`src/rtl/mem_stage_ctrl.sv`:
```
// -----------------------------------------------------------------------------
// mem_stage_ctrl
//
// Purpose:
//   MEM-stage controller for a 5-stage pipeline. ALU results pass to MEM/WB
//   with one cycle of latency. Loads and stores are issued on a
//   request/acknowledge data-memory bus. While an access is outstanding,
//   the upstream pipeline is frozen through 'stall' and bubbles are
//   inserted into MEM/WB.
//
// Optional feature:
//   MEM_TIMEOUT_EN  - when defined, an access watchdog is enabled. If an
//                     access sees no ack for 16 consecutive WAIT cycles, the
//                     controller abandons it, raises the sticky 'mem_err'
//                     output and returns to IDLE.
//
// Ports:
//   clk, rst            clock; synchronous active-low reset
//   alu_out_in          ALU result / memory address from EX/MEM
//   regB_in             store data from EX/MEM
//   rd_in               destination register from EX/MEM
//   RegWrite_in, MemRead_in, MemWrite_in, MemToReg_in
//                       control bits from EX/MEM
//   mem_req, mem_we, mem_addr, mem_wdata
//                       data-memory request (registered)
//   mem_ack, mem_rdata  data-memory completion pulse and read data
//   stall               combinational freeze of PC, IF/ID, ID/EX, EX/MEM
//   wb_data, wb_rd, wb_RegWrite
//                       MEM/WB register outputs
//   mem_err             sticky watchdog error (MEM_TIMEOUT_EN only)
// -----------------------------------------------------------------------------
module mem_stage_ctrl (
    input  logic        clk,
    input  logic        rst,
    input  logic [15:0] alu_out_in,
    input  logic [15:0] regB_in,
    input  logic [2:0]  rd_in,
    input  logic        RegWrite_in,
    input  logic        MemRead_in,
    input  logic        MemWrite_in,
    input  logic        MemToReg_in,
    output logic        mem_req,
    output logic        mem_we,
    output logic [15:0] mem_addr,
    output logic [15:0] mem_wdata,
    input  logic        mem_ack,
    input  logic [15:0] mem_rdata,
    output logic        stall,
    output logic [15:0] wb_data,
    output logic [2:0]  wb_rd,
    output logic        wb_RegWrite
`ifdef MEM_TIMEOUT_EN
    ,
    output logic        mem_err
`endif
);

    typedef enum logic {
        ST_IDLE = 1'b0,
        ST_WAIT = 1'b1
    } state_t;

    state_t      r_state;

    // Memory bus request registers
    logic        r_mem_req;
    logic        r_mem_we;
    logic [15:0] r_mem_addr;
    logic [15:0] r_mem_wdata;

    // Copies of the EX/MEM fields needed to finish the access
    logic [2:0]  r_rd;
    logic        r_regwrite;
    logic        r_memtoreg;

    // MEM/WB register
    logic [15:0] r_wb_data;
    logic [2:0]  r_wb_rd;
    logic        r_wb_regwrite;

    logic        w_mem_op;
    logic        w_timeout;
    logic        w_stall;

`ifdef MEM_TIMEOUT_EN
    logic [3:0]  r_wait_cnt;
    logic        r_mem_err;

    // The counter holds the number of ack-less WAIT cycles already seen,
    // so a value of 15 means the current cycle is the 16th.
    assign w_timeout = (r_wait_cnt == 4'hF);
`else
    assign w_timeout = 1'b0;
`endif

    assign w_mem_op = MemRead_in | MemWrite_in;

    // Stall covers the issuing IDLE cycle and every WAIT cycle that does not
    // finish the access. Completion (ack or watchdog) releases the pipeline
    // in the same cycle so the next instruction advances on that edge.
    always_comb begin
        w_stall = 1'b0;
        if (rst) begin
            case (r_state)
                ST_IDLE: w_stall = w_mem_op;
                ST_WAIT: w_stall = !mem_ack && !w_timeout;
                default: w_stall = 1'b0;
            endcase
        end
    end

    always_ff @(posedge clk) begin
        if (!rst) begin
            r_state       <= ST_IDLE;
            r_mem_req     <= 1'b0;
            r_mem_we      <= 1'b0;
            r_mem_addr    <= 16'h0000;
            r_mem_wdata   <= 16'h0000;
            r_rd          <= 3'd0;
            r_regwrite    <= 1'b0;
            r_memtoreg    <= 1'b0;
            r_wb_data     <= 16'h0000;
            r_wb_rd       <= 3'd0;
            r_wb_regwrite <= 1'b0;
`ifdef MEM_TIMEOUT_EN
            r_wait_cnt    <= 4'h0;
            r_mem_err     <= 1'b0;
`endif
        end else begin
            case (r_state)
                ST_IDLE: begin
                    if (w_mem_op) begin
                        r_mem_req     <= 1'b1;
                        // A combined read+write request is treated as a read
                        r_mem_we      <= MemWrite_in & ~MemRead_in;
                        r_mem_addr    <= alu_out_in;
                        r_mem_wdata   <= regB_in;
                        r_rd          <= rd_in;
                        r_regwrite    <= RegWrite_in;
                        r_memtoreg    <= MemToReg_in;
                        r_wb_regwrite <= 1'b0;
`ifdef MEM_TIMEOUT_EN
                        r_wait_cnt    <= 4'h0;
`endif
                        r_state       <= ST_WAIT;
                    end else begin
                        r_wb_data     <= alu_out_in;
                        r_wb_rd       <= rd_in;
                        r_wb_regwrite <= RegWrite_in;
                    end
                end
                ST_WAIT: begin
                    if (mem_ack) begin
                        r_mem_req     <= 1'b0;
                        r_wb_data     <= r_memtoreg ? mem_rdata : r_mem_addr;
                        r_wb_rd       <= r_rd;
                        r_wb_regwrite <= r_regwrite;
                        r_state       <= ST_IDLE;
                    end else if (w_timeout) begin
                        r_mem_req     <= 1'b0;
                        r_wb_regwrite <= 1'b0;
`ifdef MEM_TIMEOUT_EN
                        r_mem_err     <= 1'b1;
`endif
                        r_state       <= ST_IDLE;
                    end else begin
                        r_wb_regwrite <= 1'b0;
`ifdef MEM_TIMEOUT_EN
                        r_wait_cnt    <= r_wait_cnt + 4'h1;
`endif
                    end
                end
                default: r_state <= ST_IDLE;
            endcase
        end
    end

    assign stall       = w_stall;
    assign mem_req     = r_mem_req;
    assign mem_we      = r_mem_we;
    assign mem_addr    = r_mem_addr;
    assign mem_wdata   = r_mem_wdata;
    assign wb_data     = r_wb_data;
    assign wb_rd       = r_wb_rd;
    assign wb_RegWrite = r_wb_regwrite;
`ifdef MEM_TIMEOUT_EN
    assign mem_err     = r_mem_err;
`endif

endmodule

```
`config.mk`:
```
export PLATFORM = sky130hd
export DESIGN_NAME = mem_stage_ctrl
export DESIGN_NICKNAME = d
export VERILOG_FILES = /design/src/rtl/mem_stage_ctrl.sv
export SDC_FILE = /design/constraint.sdc
export NUM_CORES = 1
export LEC_CHECK = 0
export ABC_AREA = 1
export ABC_CLOCK_PERIOD_IN_PS = 1000
export BUFFER_PORTS_ARGS = -buffer_cell sky130_fd_sc_hd__buf_4
export CAP_MARGIN = 20
export CORE_MARGIN = 10
export CORE_UTILIZATION = 25
export CTS_BUF_LIST = sky130_fd_sc_hd__clkbuf_8
export CTS_CLUSTER_SIZE = 16
export DETAILED_ROUTE_END_ITERATION = 8
export PLACE_DENSITY_LB_ADDON = 0.3
export SETUP_SLACK_MARGIN = 0.3
export SYNTH_ARGS = -nofsm -noshare
export SYNTH_HDL_FRONTEND = slang
export SYNTH_SLANG_ARGS = --single-unit
```
`constraint.sdc`:
```
create_clock -name clk -period 1 [get_ports clk]
set_input_delay 0.2 -clock clk [delete_from_list [all_inputs] [get_ports clk]]
set_output_delay 0.2 -clock clk [all_outputs]
set_load 0.03 [all_outputs]
```
# Word-level counts from Yosys, hierarchy flattened
# Index checks and enable logic that the tools add are counted.
[totals]
register_bits = 60
elab_cells = 40
output_inout_bits = 55
in_bits = 58
[op_classes]
bitwise_logic = 4
mux = 18
n_eq_ne = 3
reduce_logical = 4
[ops]
columns = ["op", "count"]
rows = [
  ["2-to-1 mux 16 bit", 3],
  ["one-hot mux 16 bit (2 select lines)", 1],
  ["one-hot mux 1 bit (2 select lines)", 4],
  ["2-to-1 mux 1 bit", 7],
  ["2-to-1 mux 3 bit", 2],
  ["inequality test 2 bit, second input constant", 3],
  ["one-hot mux 3 bit (2 select lines)", 1],
  ["AND reduction 2 bit", 3],
  ["NOT 1 bit", 2],
  ["bitwise AND 1 bit", 1],
  ["logical NOT 1 bit", 1],
  ["bitwise OR 1 bit", 1],
]

# Depth between registers and ports, before layout
[logic_depth]
ltp_word = 3
depth_mapped = 7
mapped_depth_nobuf = 6

# Least setup slack after synthesis
# OpenSTA, ideal clock, no wires.
[synth_timing]
path_type = "register to register"
from = "register r_state"
to = "register r_wb_data[11] (netlist: wb_data[11])"
synth_period_minus_slack_ps = 1095
path_stages_with_launch = 7
n_path_buf = 0
t_required_ps = 941
t_arrival_ps = 1036
slack_ps = -95
path_cell_list = "dfxtp_1 > inv_2 > nand2_2 > nand2_1 > nor2_4 > nand2_1 > nand2_1"
[synth_between]
elab_chain_cells = 3
word_cells_on_any_way = 5
classes_between = "eq/ne: 2; mux: 1; bitwise: 1; reduce/logical: 1"
[synth_lines]
columns = ["element", "line", "text"]
rows = [
  ["from (decl)", "63", "state_t r_state;"],
  ["from (signal assigned)", "114", "r_state <= ST_IDLE;"],
  ["from (signal assigned)", "145", "r_state <= ST_WAIT;"],
  ["from (signal assigned)", "158", "r_state <= ST_IDLE;"],
  ["NOT 1 bit (no source line)", "--", ""],
  ["inequality test 2 bit (no source line)", "--", ""],
  ["AND reduction 2 bit (no source line)", "--", ""],
  ["to (signal assigned)", "147", "r_wb_data <= alu_out_in;"],
  ["to (signal assigned)", "155", "r_wb_data <= r_memtoreg ? mem_rdata : r_mem_addr;"],
  ["to (decl)", "77", "logic [15:0] r_wb_data;"],
]
# Parallel ways exist; a longest one is shown, timed or not.
# A chain may end at the register's enable or synchronous reset.

# Final worst setup path
[layout_timing]
from = "register r_state"
to = "output stall"
[layout_between]
elab_chain_cells = 3
[layout_lines]
columns = ["element", "line", "text"]
rows = [
  ["NOT 1 bit (no source line)", "--", ""],
  ["one-hot mux 1 bit (2 select lines) (*)", "104", "case (r_state)"],
  ["2-to-1 mux 1 bit (*)", "103", "if (rst) begin"],
  ["to (decl)", "48", "output logic stall,"],
]
# Mark *: on every way between the ends. The rest lies on a longest branch, timed or not.

==> results.sh <==
export IMPL_synthFlopType="dfxtp_1"
export IMPL_synth_top_area_frac=0.4576
export IMPL_syn_nets=440
export IMPL_cp_start_kind="register"
export IMPL_rsz0062_at_grt="yes"
export IMPL_cp_slowest_cell="dfxtp_4"
export IMPL_fin_tns_setup_ns=-15.99
export IMPL_drive_gt1_frac=0.6088
export IMPL_die_area_mm2=0.01500
export IMPL_period_minus_slack_ns=1.358
export IMPL_std_cell_rows=37
export IMPL_diodes=0
export IMPL_synth_avg_cell_area_um2=6.872
export IMPL_synthDistinctLibCells=19
export IMPL_fin_total_pwr_w=0.008024
export IMPL_hold_path_class="input pin to register"
export IMPL_p_leak_nw=2.528
export IMPL_crit_path_max_incr_delay_ns=0.39
export IMPL_cp_common_cell="nand2_4"
export IMPL_ctsRootBufferMaster="clkbuf_8"
export IMPL_cts_tree="done"
export IMPL_fin_nets=623
export IMPL_powerDensity_mw_per_mm2=1530
export IMPL_detail_route_wl_per_cell_um=15.91
export IMPL_finalWeightedCongestion=0.8240
export IMPL_synth_area_leaders="dfxtp_1 (46%), nor2_1 (18%), nand2_1 (10%), o21ai_0 (9.2%), nand3_1 (3.4%)"
export IMPL_max_freq_ghz=0.7366
export IMPL_track_usage=0.1394
export IMPL_grt_ovfl_total=0
export IMPL_setup_ws_ns=-0.3577
export IMPL_worstPathArrival_ns=1.16
export IMPL_utilization=0.5102
export IMPL_status="complete, but fails checks"
export IMPL_firstDrtPassIters=5
export IMPL_clock_latency_ns=0.33
export IMPL_clkTransAtPathRegs_ns=0.07
export IMPL_hold_viol=0
export IMPL_synthArstFlopShare=0
export IMPL_whs_ns=0.07425
export IMPL_vias=3242
export IMPL_clockBufferDepth=2
export IMPL_finalCritPeriodShare=1.358
export IMPL_clock_sinks=60
export IMPL_seq_area_frac_synth=0.4576
export IMPL_die_x_um=122.5
export IMPL_peakVddDrop_mv=0.8134
export IMPL_grt_max_degree=30
export IMPL_io_pins=113
export IMPL_io_buffers=112
export IMPL_final_antenna_net_count=0
export IMPL_synth_cells=382
export IMPL_dp_final_hpwl_um=6914
export IMPL_synth_most_common_cell="nor2_1"
export IMPL_antenna_found_initial=0
export IMPL_worstPathBufferInverterCount=2
export IMPL_maxCapViolCount=0
export IMPL_critical_path_required_ns=0.80
export IMPL_failed_checks="setup timing"
export IMPL_grt_pass1_vias=3152
export IMPL_slew_violations=0
export IMPL_coreArea_mm2=0.01028
export IMPL_numCtsBuffers=9
export IMPL_path_cells="inv_4, nand2_4, nand2_4, nor2_4, buf_6"
export IMPL_path_class="register to output port"
export IMPL_ys_seq_elements=60
export IMPL_cp_end_kind="output port"
export IMPL_yosys_warnings=0
export IMPL_synth_common_cells="nor2_1 (125), nand2_1 (72), dfxtp_1 (60)"
export IMPL_die_y_um=122.5
export IMPL_vias_per_cell=4.592
export IMPL_grt_pass1_wl_um=16490
export IMPL_synth_top_area_cell="dfxtp_1"
export IMPL_synth_edff_count=0
export IMPL_path_delay_family="flip-flops"
export IMPL_slew_headroom=0.7166
export IMPL_wl_um=11230
export IMPL_syn_cell_area_mm2=0.002625
export IMPL_drtIter0Drc=209
export IMPL_htreeDepth=3
export IMPL_finalSetupViolCount=76
export IMPL_drc=0
export IMPL_final_setup_skew_ns=0.009592
export IMPL_crit_fanout=3
export IMPL_initial_utilization=0.2554
export IMPL_worst_pin_slew_ns=0.4251
export IMPL_area_growth_pct=99.76
[cell families (layout without fill, tap and decap cells)]
| group | after synthesis | in the layout | synth area share |
|---|---|---|---|
| simple gates | 230 | 230 | 0.3594 |
| buf+inv | 37 | 225 | 0.07436 |
| flops | 60 | 60 | 0.4576 |
| compound gates | 55 | 55 | 0.1087 |
[power breakdown]
part           switching, W  total (W)  internal (W)
registers          0.000169    0.00282       0.00265
clock network      0.000970    0.00242       0.00145
logic               0.00140    0.00278       0.00138
total               0.00254    0.00802       0.00548
[per-layer routing]
metal,wire length (µm),GRT usage,vias to the layer above
met1,4481,0.1557,1554
met2,5802,0.2463,97
met5,0,0,-
met3,855,0.05188,7
met4,95,0.03314,0
li1,-,-,1584
[per-stage QoR]
| stage | setup slack, ns | std cells | area [µm²] |
|---|---|---|---|
| 2_1_floorplan | -0.02198 | 382 | 2673 |
| 3_3_place_gp | -0.1604 | 629 | 3731 |
| 6_report | -0.3577 | 706 | 5244 |
| 5_1_grt | -0.4119 | 706 | 5244 |
| 3_5_place_dp | -0.1610 | 629 | 3731 |
| 4_1_cts | -0.3753 | 691 | 4890 |
[cells in the final DEF (no fill, tap or decap), drive strengths merged]
cell,count
a211oi,1
a21oi,4
buf,193
bufinv,2
clkbuf,13
clkinv,1
clkinvlp,1
dfxtp,60
inv,15
nand2,74
nand3,18
nand3b,12
nor2,126
o21ai,50
[sequential cells by signal, summed over array words and instances (netlist names)]
name,flops
mem_addr,16
mem_req,1
mem_wdata,16
mem_we,1
r_memtoreg,1
r_rd,3
r_regwrite,1
r_state,1
wb_RegWrite,1
wb_data,16
wb_rd,3
[final timing paths]
kind | to | cells after the start | slack, ns | start
min | mem_we | 2 | 0.07 | MemRead_in
min reg2reg | wb_rd[2] | 2 | 0.45 | wb_rd[2]
max | stall | 5 | -0.36 | r_state
max reg2reg | wb_data[5] | 9 | -0.34 | r_state
[area by class of cell]
| type | count | area (µm²) |
|---|---|---|
| clock buffers | 10 | 137.6 |
| clock inverters | 6 | 80.08 |
| fillers | 1014 | 5034 |
| inverters | 13 | 53.80 |
| multi-input cells | 285 | 1562 |
| flip-flops and latches | 60 | 1280 |
| well taps | 136 | 170.2 |
| repair buffers | 196 | 1961 |
[timing repair]
action | in CTS | in global routing
buffers inserted | 39 | 12
endpoints found under the setup margin | 115 | 115
resized for setup | 201 | 54
gates cloned | 7 | 3
pin swaps | 3 | 19
hold endpoints to repair | 0 | 0
hold buffers | 0 | 0
No activity file was read; power rests on OpenSTA's default activity.
